--- src/rtl/i2c_cmd_engine.sv ---
// rtl/i2c_cmd_engine.sv - command decoder, I2C transaction sequencer and result uploader
module i2c_cmd_engine #(
    parameter int unsigned SYS_CLK_FREQ = 50_000_000,
    parameter int unsigned BUF_DEPTH    = 64,
    parameter int unsigned TIMEOUT_CYC  = 1_000_000,
    parameter logic [7:0]  DATA_SRC     = 8'h05,
    parameter logic [7:0]  STAT_SRC     = 8'h06
) (
    input  logic        clk,
    input  logic        rst_n,
    input  logic [7:0]  cmd_type,
    input  logic [15:0] cmd_length,
    input  logic [7:0]  cmd_data,
    input  logic [15:0] cmd_data_index,
    input  logic        cmd_start,
    input  logic        cmd_data_valid,
    input  logic        cmd_done,
    output logic        cmd_ready,
    output logic        txn_req,
    output logic        txn_rw,
    output logic [6:0]  txn_dev,
    output logic        txn_use_addr,
    output logic [15:0] txn_addr,
    output logic        txn_addr16,
    output logic [15:0] txn_len,
    output logic [15:0] scl_div,
    input  logic [7:0]  txn_wr_idx,
    output logic [7:0]  txn_wr_byte,
    input  logic        txn_rd_valid,
    input  logic [7:0]  txn_rd_byte,
    input  logic        txn_done,
    input  logic        txn_nack,
    output logic        txn_abort,
    output logic        upload_active,
    output logic        upload_req,
    output logic [7:0]  upload_data,
    output logic [7:0]  upload_source,
    output logic        upload_valid,
    input  logic        upload_ready
);

    localparam int unsigned AW       = $clog2(BUF_DEPTH);
    localparam int unsigned CW       = $clog2(TIMEOUT_CYC + 1);
    localparam logic [15:0] DEPTH16  = 16'(BUF_DEPTH);
    localparam logic [CW-1:0] TMO_LAST = CW'(TIMEOUT_CYC - 1);
    localparam logic [15:0] DIV_RST  = 16'(SYS_CLK_FREQ / 400_000 - 1);
    localparam logic [15:0] DIV_100K = 16'(SYS_CLK_FREQ / 400_000 - 1);
    localparam logic [15:0] DIV_400K = 16'(SYS_CLK_FREQ / 1_600_000 - 1);
    localparam logic [15:0] DIV_1M   = 16'(SYS_CLK_FREQ / 4_000_000 - 1);

    localparam logic [7:0] CMD_WR  = 8'h02;
    localparam logic [7:0] CMD_RD  = 8'h03;
    localparam logic [7:0] CMD_CFG = 8'h04;
    localparam logic [7:0] CMD_WRA = 8'h05;
    localparam logic [7:0] CMD_RDA = 8'h06;

    typedef enum logic [2:0] {ST_IDLE, ST_PARSE, ST_EXEC, ST_UPLOAD, ST_STATUS} state_t;

    state_t        state_q, state_d;
    logic [7:0]    type_q, type_d;
    logic [15:0]   clen_q, clen_d;
    logic [6:0]    dev_q, dev_d;
    logic          addr16_q, addr16_d;
    logic [15:0]   scl_div_q, scl_div_d;
    logic [7:0]    addr_hi_q, addr_hi_d;
    logic [7:0]    addr_lo_q, addr_lo_d;
    logic [15:0]   len_q, len_d;
    logic          nack_q, nack_d;
    logic          tout_q, tout_d;
    logic          trunc_q, trunc_d;
    logic          txn_req_q, txn_req_d;
    logic          txn_abort_q, txn_abort_d;
    logic [CW-1:0] cnt_q, cnt_d;
    logic [15:0]   rd_idx_q, rd_idx_d;
    logic [15:0]   up_idx_q, up_idx_d;

    logic [7:0]    wr_buf_q [BUF_DEPTH];
    logic [7:0]    rd_buf_q [BUF_DEPTH];
    logic          wr_we, rd_we;
    logic [AW-1:0] wr_waddr, rd_waddr;
    logic [15:0]   req_len, data_idx;
    logic          is_read, valid_code;

    assign is_read    = (type_q == CMD_RD) || (type_q == CMD_RDA);
    assign valid_code = (cmd_type == CMD_WR) || (cmd_type == CMD_RD) || (cmd_type == CMD_CFG) ||
                        (cmd_type == CMD_WRA) || (cmd_type == CMD_RDA);

    // Control state register; reset lands in IDLE from anywhere without an abort pulse
    always_ff @(posedge clk or negedge rst_n) begin
        if (!rst_n) begin
            state_q     <= ST_IDLE;
            type_q      <= 8'h00;
            clen_q      <= 16'h0000;
            dev_q       <= 7'h00;
            addr16_q    <= 1'b1;
            scl_div_q   <= DIV_RST;
            addr_hi_q   <= 8'h00;
            addr_lo_q   <= 8'h00;
            len_q       <= 16'h0000;
            nack_q      <= 1'b0;
            tout_q      <= 1'b0;
            trunc_q     <= 1'b0;
            txn_req_q   <= 1'b0;
            txn_abort_q <= 1'b0;
            cnt_q       <= '0;
            rd_idx_q    <= 16'h0000;
            up_idx_q    <= 16'h0000;
        end else begin
            state_q     <= state_d;
            type_q      <= type_d;
            clen_q      <= clen_d;
            dev_q       <= dev_d;
            addr16_q    <= addr16_d;
            scl_div_q   <= scl_div_d;
            addr_hi_q   <= addr_hi_d;
            addr_lo_q   <= addr_lo_d;
            len_q       <= len_d;
            nack_q      <= nack_d;
            tout_q      <= tout_d;
            trunc_q     <= trunc_d;
            txn_req_q   <= txn_req_d;
            txn_abort_q <= txn_abort_d;
            cnt_q       <= cnt_d;
            rd_idx_q    <= rd_idx_d;
            up_idx_q    <= up_idx_d;
        end
    end

    // Payload and read-data buffers; contents need no reset
    always_ff @(posedge clk) begin
        if (wr_we) wr_buf_q[wr_waddr] <= cmd_data;
        if (rd_we) rd_buf_q[rd_waddr] <= txn_rd_byte;
    end

    // Next-state: command decode, payload parsing, transaction supervision, upload sequencing
    always_comb begin
        state_d     = state_q;
        type_d      = type_q;
        clen_d      = clen_q;
        dev_d       = dev_q;
        addr16_d    = addr16_q;
        scl_div_d   = scl_div_q;
        addr_hi_d   = addr_hi_q;
        addr_lo_d   = addr_lo_q;
        len_d       = len_q;
        nack_d      = nack_q;
        tout_d      = tout_q;
        trunc_d     = trunc_q;
        txn_req_d   = 1'b0;
        txn_abort_d = 1'b0;
        cnt_d       = cnt_q;
        rd_idx_d    = rd_idx_q;
        up_idx_d    = up_idx_q;
        wr_we       = 1'b0;
        wr_waddr    = '0;
        rd_we       = 1'b0;
        rd_waddr    = '0;
        req_len     = 16'h0000;
        data_idx    = 16'h0000;

        case (state_q)
            ST_IDLE: begin
                if (cmd_start && valid_code) begin
                    state_d = ST_PARSE;
                    type_d  = cmd_type;
                    clen_d  = cmd_length;
                    len_d   = 16'h0000;
                    nack_d  = 1'b0;
                    tout_d  = 1'b0;
                    trunc_d = 1'b0;
                end
            end
            ST_PARSE: begin
                if (cmd_data_valid) begin
                    case (type_q)
                        CMD_CFG: begin
                            if (cmd_data_index == 16'd0) dev_d = cmd_data[6:0];
                            if (cmd_data_index == 16'd1) addr16_d = (cmd_data == 8'd1);
                            if (cmd_data_index == 16'd2) begin
                                case (cmd_data)
                                    8'd1:    scl_div_d = DIV_100K;
                                    8'd2:    scl_div_d = DIV_400K;
                                    8'd3:    scl_div_d = DIV_1M;
                                    default: scl_div_d = scl_div_q;
                                endcase
                            end
                        end
                        CMD_RD: begin
                            if (cmd_data_index == 16'd0) len_d[15:8] = cmd_data;
                            if (cmd_data_index == 16'd1) len_d[7:0]  = cmd_data;
                        end
                        CMD_RDA: begin
                            if (cmd_data_index == 16'd0) addr_hi_d   = cmd_data;
                            if (cmd_data_index == 16'd1) addr_lo_d   = cmd_data;
                            if (cmd_data_index == 16'd2) len_d[15:8] = cmd_data;
                            if (cmd_data_index == 16'd3) len_d[7:0]  = cmd_data;
                        end
                        default: begin
                            // Writes: the addressed form carries two address bytes ahead of the data
                            if (type_q == CMD_WRA && cmd_data_index == 16'd0) addr_hi_d = cmd_data;
                            if (type_q == CMD_WRA && cmd_data_index == 16'd1) addr_lo_d = cmd_data;
                            if (type_q == CMD_WR || cmd_data_index >= 16'd2) begin
                                data_idx = (type_q == CMD_WRA) ? cmd_data_index - 16'd2 : cmd_data_index;
                                if (data_idx < DEPTH16) begin
                                    wr_we    = 1'b1;
                                    wr_waddr = data_idx[AW-1:0];
                                end else begin
                                    trunc_d = 1'b1;
                                end
                            end
                        end
                    endcase
                end
                if (cmd_done) begin
                    if (type_q == CMD_CFG) begin
                        state_d = ST_IDLE;
                    end else begin
                        if (type_q == CMD_WR)       req_len = clen_q;
                        else if (type_q == CMD_WRA) req_len = (clen_q >= 16'd2) ? clen_q - 16'd2 : 16'd0;
                        else                        req_len = len_d;
                        if (req_len > DEPTH16) begin
                            req_len = DEPTH16;
                            trunc_d = 1'b1;
                        end
                        len_d    = req_len;
                        cnt_d    = '0;
                        rd_idx_d = 16'h0000;
                        if (req_len == 16'h0000) begin
                            state_d = ST_STATUS;
                        end else begin
                            state_d   = ST_EXEC;
                            txn_req_d = 1'b1;
                        end
                    end
                end
            end
            ST_EXEC: begin
                cnt_d = cnt_q + CW'(1);
                if (txn_rd_valid && rd_idx_q < len_q) begin
                    rd_we    = 1'b1;
                    rd_waddr = rd_idx_q[AW-1:0];
                    rd_idx_d = rd_idx_q + 16'd1;
                end
                if (txn_done) begin
                    nack_d   = txn_nack;
                    up_idx_d = 16'h0000;
                    state_d  = (is_read && !txn_nack) ? ST_UPLOAD : ST_STATUS;
                end else if (cnt_q == TMO_LAST) begin
                    txn_abort_d = 1'b1;
                    tout_d      = 1'b1;
                    state_d     = ST_STATUS;
                end
            end
            ST_UPLOAD: begin
                if (upload_ready) begin
                    if (up_idx_q == len_q - 16'd1) state_d = ST_STATUS;
                    else                           up_idx_d = up_idx_q + 16'd1;
                end
            end
            ST_STATUS: begin
                if (upload_ready) state_d = ST_IDLE;
            end
            default: state_d = ST_IDLE;
        endcase
    end

    // Output decode: upload data is held by the index register until the handshake
    always_comb begin
        upload_valid  = 1'b0;
        upload_data   = 8'h00;
        upload_source = DATA_SRC;
        if (state_q == ST_UPLOAD) begin
            upload_valid = 1'b1;
            upload_data  = rd_buf_q[up_idx_q[AW-1:0]];
        end else if (state_q == ST_STATUS) begin
            upload_valid  = 1'b1;
            upload_data   = {5'b00000, trunc_q, tout_q, nack_q};
            upload_source = STAT_SRC;
        end
    end

    assign cmd_ready     = (state_q == ST_IDLE) || (state_q == ST_PARSE);
    assign upload_active = (state_q == ST_UPLOAD) || (state_q == ST_STATUS);
    assign upload_req    = upload_active;
    assign txn_req       = txn_req_q;
    assign txn_abort     = txn_abort_q;
    assign txn_rw        = is_read;
    assign txn_dev       = dev_q;
    assign txn_use_addr  = (type_q == CMD_WRA) || (type_q == CMD_RDA);
    assign txn_addr      = addr16_q ? {addr_hi_q, addr_lo_q} : {8'h00, addr_lo_q};
    assign txn_addr16    = addr16_q;
    assign txn_len       = len_q;
    assign scl_div       = scl_div_q;
    assign txn_wr_byte   = ({8'h00, txn_wr_idx} < DEPTH16) ? wr_buf_q[txn_wr_idx[AW-1:0]] : 8'h00;

endmodule

--- config.mk ---
export PLATFORM = sky130hd
export DESIGN_NAME = i2c_cmd_engine
export DESIGN_NICKNAME = d
export VERILOG_FILES = /design/src/rtl/i2c_cmd_engine.sv
export SDC_FILE = /design/constraint.sdc
export NUM_CORES = 1
export LEC_CHECK = 0
export ABC_CLOCK_PERIOD_IN_PS = 9950
export BUFFER_PORTS_ARGS = -buffer_cell sky130_fd_sc_hd__buf_2
export CORE_UTILIZATION = 55
export DETAILED_ROUTE_END_ITERATION = 16
export GPL_TIMING_DRIVEN = 0
export MAX_ROUTING_LAYER = met4
export PLACE_DENSITY = 0.72
export SKIP_LAST_GASP = 1
export SYNTH_ARGS = -nofsm -noshare
export SYNTH_HDL_FRONTEND = slang
export SYNTH_SLANG_ARGS = --single-unit
--- constraint.sdc ---
create_clock -name clk -period 9.95 [get_ports clk]
set_input_delay 0.4975 -clock clk [delete_from_list [all_inputs] [get_ports clk]]
set_output_delay 0.4975 -clock clk [all_outputs]
set_load 0.05 [all_outputs]
==> results.md <==
- Num CTS Buffers: 111
- DR pass1 iterations: 6
- Critical path cell sequence: clkbuf_1 > clkbuf_1 > buf_1 > mux4_2 > mux4_2 > mux4_2 > nor2b_1 > buf_2
- Worst stage delay on the critical path: 0.93 ns
- I/O pin count: 161
- H-tree Lvls: 3
- Most used cell, CP: mux4_2
- Die Outline Area: 88,500 um2
- M1 GR Usage: 35.9%
- Final WS setup: 4.29 ns
- Core area: 85,800 um2
- Post-synthesis adder-cell area fraction: 0.547%
- Multi-input gate area: 13,300 um2
- Worst Skew: 0.0307 ns
- CTS Root Cell: clkbuf_16
- Leakage Power: 17.8 nW
- Distinct cell type count after synthesis: 86
- Hold Fails Final Rpt: 0
- CP max FO: 10
- Most frequent cells in the layout: edfxtp_1, mux4_2, nor2_1, buf_2, dfrtp_1
- Clock latency on the worst-skew pair: 0.69 ns
- Pin count of the biggest net entering global routing: 98
- Min Clock Period, post-route: 5.66 ns
- Pins Over Slew Limit: 0
- Synth warnings: 0
- Initial drt markers: 2,878
- XOR/XNOR Fraction of Synth Area: 1.06%
- Number of synthesized flops with an enable pin: 1,024
- GR Overflow Total: 0
- Filler cells: 5,805
- Placement Setup Slack: 4.69 ns
- Die height: 297 um
- Total power: 11.3 mW
- Clock transition at path regs: 0.06 ns
- Antenna Violating Nets Remaining: 0
- CTS tree: built
- Deepest clock path buffer count: 3
- Post-synth ARST share: 11.1%
- Complex-gate fraction of the synthesized area: 2.80%
- Met2 Track Usage GR: 45.1%
- Layout Cells excl Fill: 4,117
- Routed via count: 26,300
- Num Clock Sinks: 1,152
- Pwr per Cell Area: 208 nW/um2
- Startpoint types: flop
- #FFs+latches synth: 1,152
- Achievable frequency: 177 MHz
- CP arrival: 5.16 ns
- Sequential area share after synthesis: 70.7%
- Post-Synth Simple-Gate Area: 6.21%
- Row cnt: 107
- Unrepaired setup endpoints after global routing: false
- Top FF cell, synth: edfxtp_1
- Largest family of logic cells by synthesized area: multiplexers
- CP Capture Type: output port
- WL per Instance: 28.3 um
- Post-Route Setup TNS: 0 ns
- Area growth, synth to finish: 12.6%
- DRC: 0
- Number of global-route vias before repair: 26,600
- Initial Util: 55.9%
- Final hold slack: 0.0354 ns
- Total Routing Usage GR: 27.5%
- Layout cells sized above 1: 25.7%
- Final number of setup-violating endpoints: 0
- Synthesized instance count: 2,599
- Crit Path Category: reg -> out
- Final critical-path share of the clock period: 56.9%
- Cell Area, Synth: 48,000 um2
- Worst VDD drop: 0.179 mV
- Post-detail-place hpwl: 77,700 um
- Antenna violations before repair: 4
- Status: finished, final reports clean
- Vias per cell: 6.38
- Post-Syn Area per Cell: 18.5 um2
- Hold Crit Class: in -> reg
- Global placement routability congestion: 0.950
- Final #Nets: 2,971
- Busiest grt layer: met2
- Max Cap Violations: 0
- Worst Path Required: 9.45 ns
- Die width: 297 um
- Critical path's slowest cell: buf_1
- Most common cell after layout, fill and taps aside: edfxtp_1
- Storage cell area: 34,000 um2
- Max_slew headroom: 3.98%
- Global-route wire length before repair: 174,000 um
- Mux share of post-synthesis cell area: 16.8%
- Tightest Pin Transition: 1.44 ns
- Post-Place Cells: 3,904
- PortBufs: 138
- Aggregate routed wire length: 117,000 um
- GR met3 Demand/Resource: 4.27%
[timing repair]
action / CTS / global route
buffers inserted: 0 / 0
endpoints found under the hold margin: 31 / 0
hold buffers: 1 / 0
resized for setup: 0 / 0
[sequential cells by signal (all words and copies together), names as in the netlist]
signal and flops:
txn_abort 1, nack_q 1, txn_addr16 1, scl_div 4
tout_q 1, txn_len 16, type_q 8, wr_buf_q 512
up_idx_q 16, addr_lo_q 8, state_q 3, cnt_q 20
clen_q 16, rd_buf_q 512, txn_dev 7, trunc_q 1
txn_req 1, rd_idx_q 16, addr_hi_q 8
[through the flow]
stage | utilization [%] | instance area [um2]
after detailed placement | 58.7 | 50400
after floorplan | - | 48100
after global placement | 58.5 | 50200
after CTS | 62.9 | 54000
final | 63.0 | 54000
after global routing | 63.0 | 54000
[path summary, 6_finish.rpt]
| path | start | end | slack (ns) | cells after the start |
|---|---|---|---|---|
| max in group asynchronous | rst_n | cnt_q[9] | 8.84 | 3 |
| worst min register to register | scl_div[0] | scl_div[0] | 0.48 | 2 |
| worst max-delay path | up_idx_q[0] | upload_data[6] | 4.29 | 8 |
| worst max register to register | txn_len[12] | rd_buf_q[24][2] | 4.89 | 12 |
| min in group asynchronous | rst_n | txn_dev[3] | 0.27 | 2 |
| worst min-delay path | cmd_length[14] | clen_q[14] | 0.04 | 2 |
[final cells by class]
cell class	count	area share, %
Clock inverter	64	1.20
Tap cell	1144	2.65
Buffer	155	1.29
Multi-Input combinational cell	1258	24.7
Clock buffer	141	5.46
Timing Repair Buffer	151	1.55
Inverter	48	0.333
Antenna cell	4	0.0185
Sequential cell	1152	62.8
[cells in the mapped netlist (all sizes together) (17+ instances only)]
cell / n / share of area [%]
edfxtp: 1024 / 64
nor3: 59 / 0.66
or3: 17 / 0.22
mux4: 336 / 16
and2: 23 / 0.30
clkbuf: 91 / 0.71
inv: 48 / 0.38
o21ai: 67 / 0.71
nor2: 189 / 1.5
nor2b: 20 / 0.26
nand4: 23 / 0.31
nor4: 22 / 0.29
dfrtp: 125 / 6.5
nand3: 63 / 0.67
mux2: 43 / 1.0
xnor2: 22 / 0.40
buf: 64 / 0.74
ha: 21 / 0.55
nand2: 81 / 0.63
xor2: 36 / 0.66
a21oi: 34 / 0.39
[critical path: cells and delay by family (launching register included)]
| family | cells | cell delay [ns] |
|---|---|---|
| buf+inv | 4 | 2.20 |
| simple gates | 1 | 0.17 |
| mux | 3 | 1.72 |
| flops | 1 | 0.36 |
[report_power, final]
part	internal [mW]	switching, mW
sequential	5.32	0.0800
clock	2.39	1.79
combinational	0.636	1.04
total	8.35	2.91
[cells by family (layout without fill, tap and decap cells)]
kind of cell	after synthesis	count (layout)
buffers and inverters	203	559
xor gates and xnor gates	58	58
other	2	20
muxes	381	381
DFF	1152	1152
and+or+nand+nor	584	584
AOI/OAI and AO/OA	198	198
adders and majority gates	21	21
[per-layer routing]
| metal | routed length (um) | vias to the layer above |
|---|---|---|
| met5 | 0 | - |
| met4 | 3370 | 0 |
| met3 | 8550 | 233 |
| met2 | 60000 | 1283 |
| met1 | 44700 | 13700 |
| li1 | - | 11100 |
Note: power is estimated with default switching activity, not from simulation.
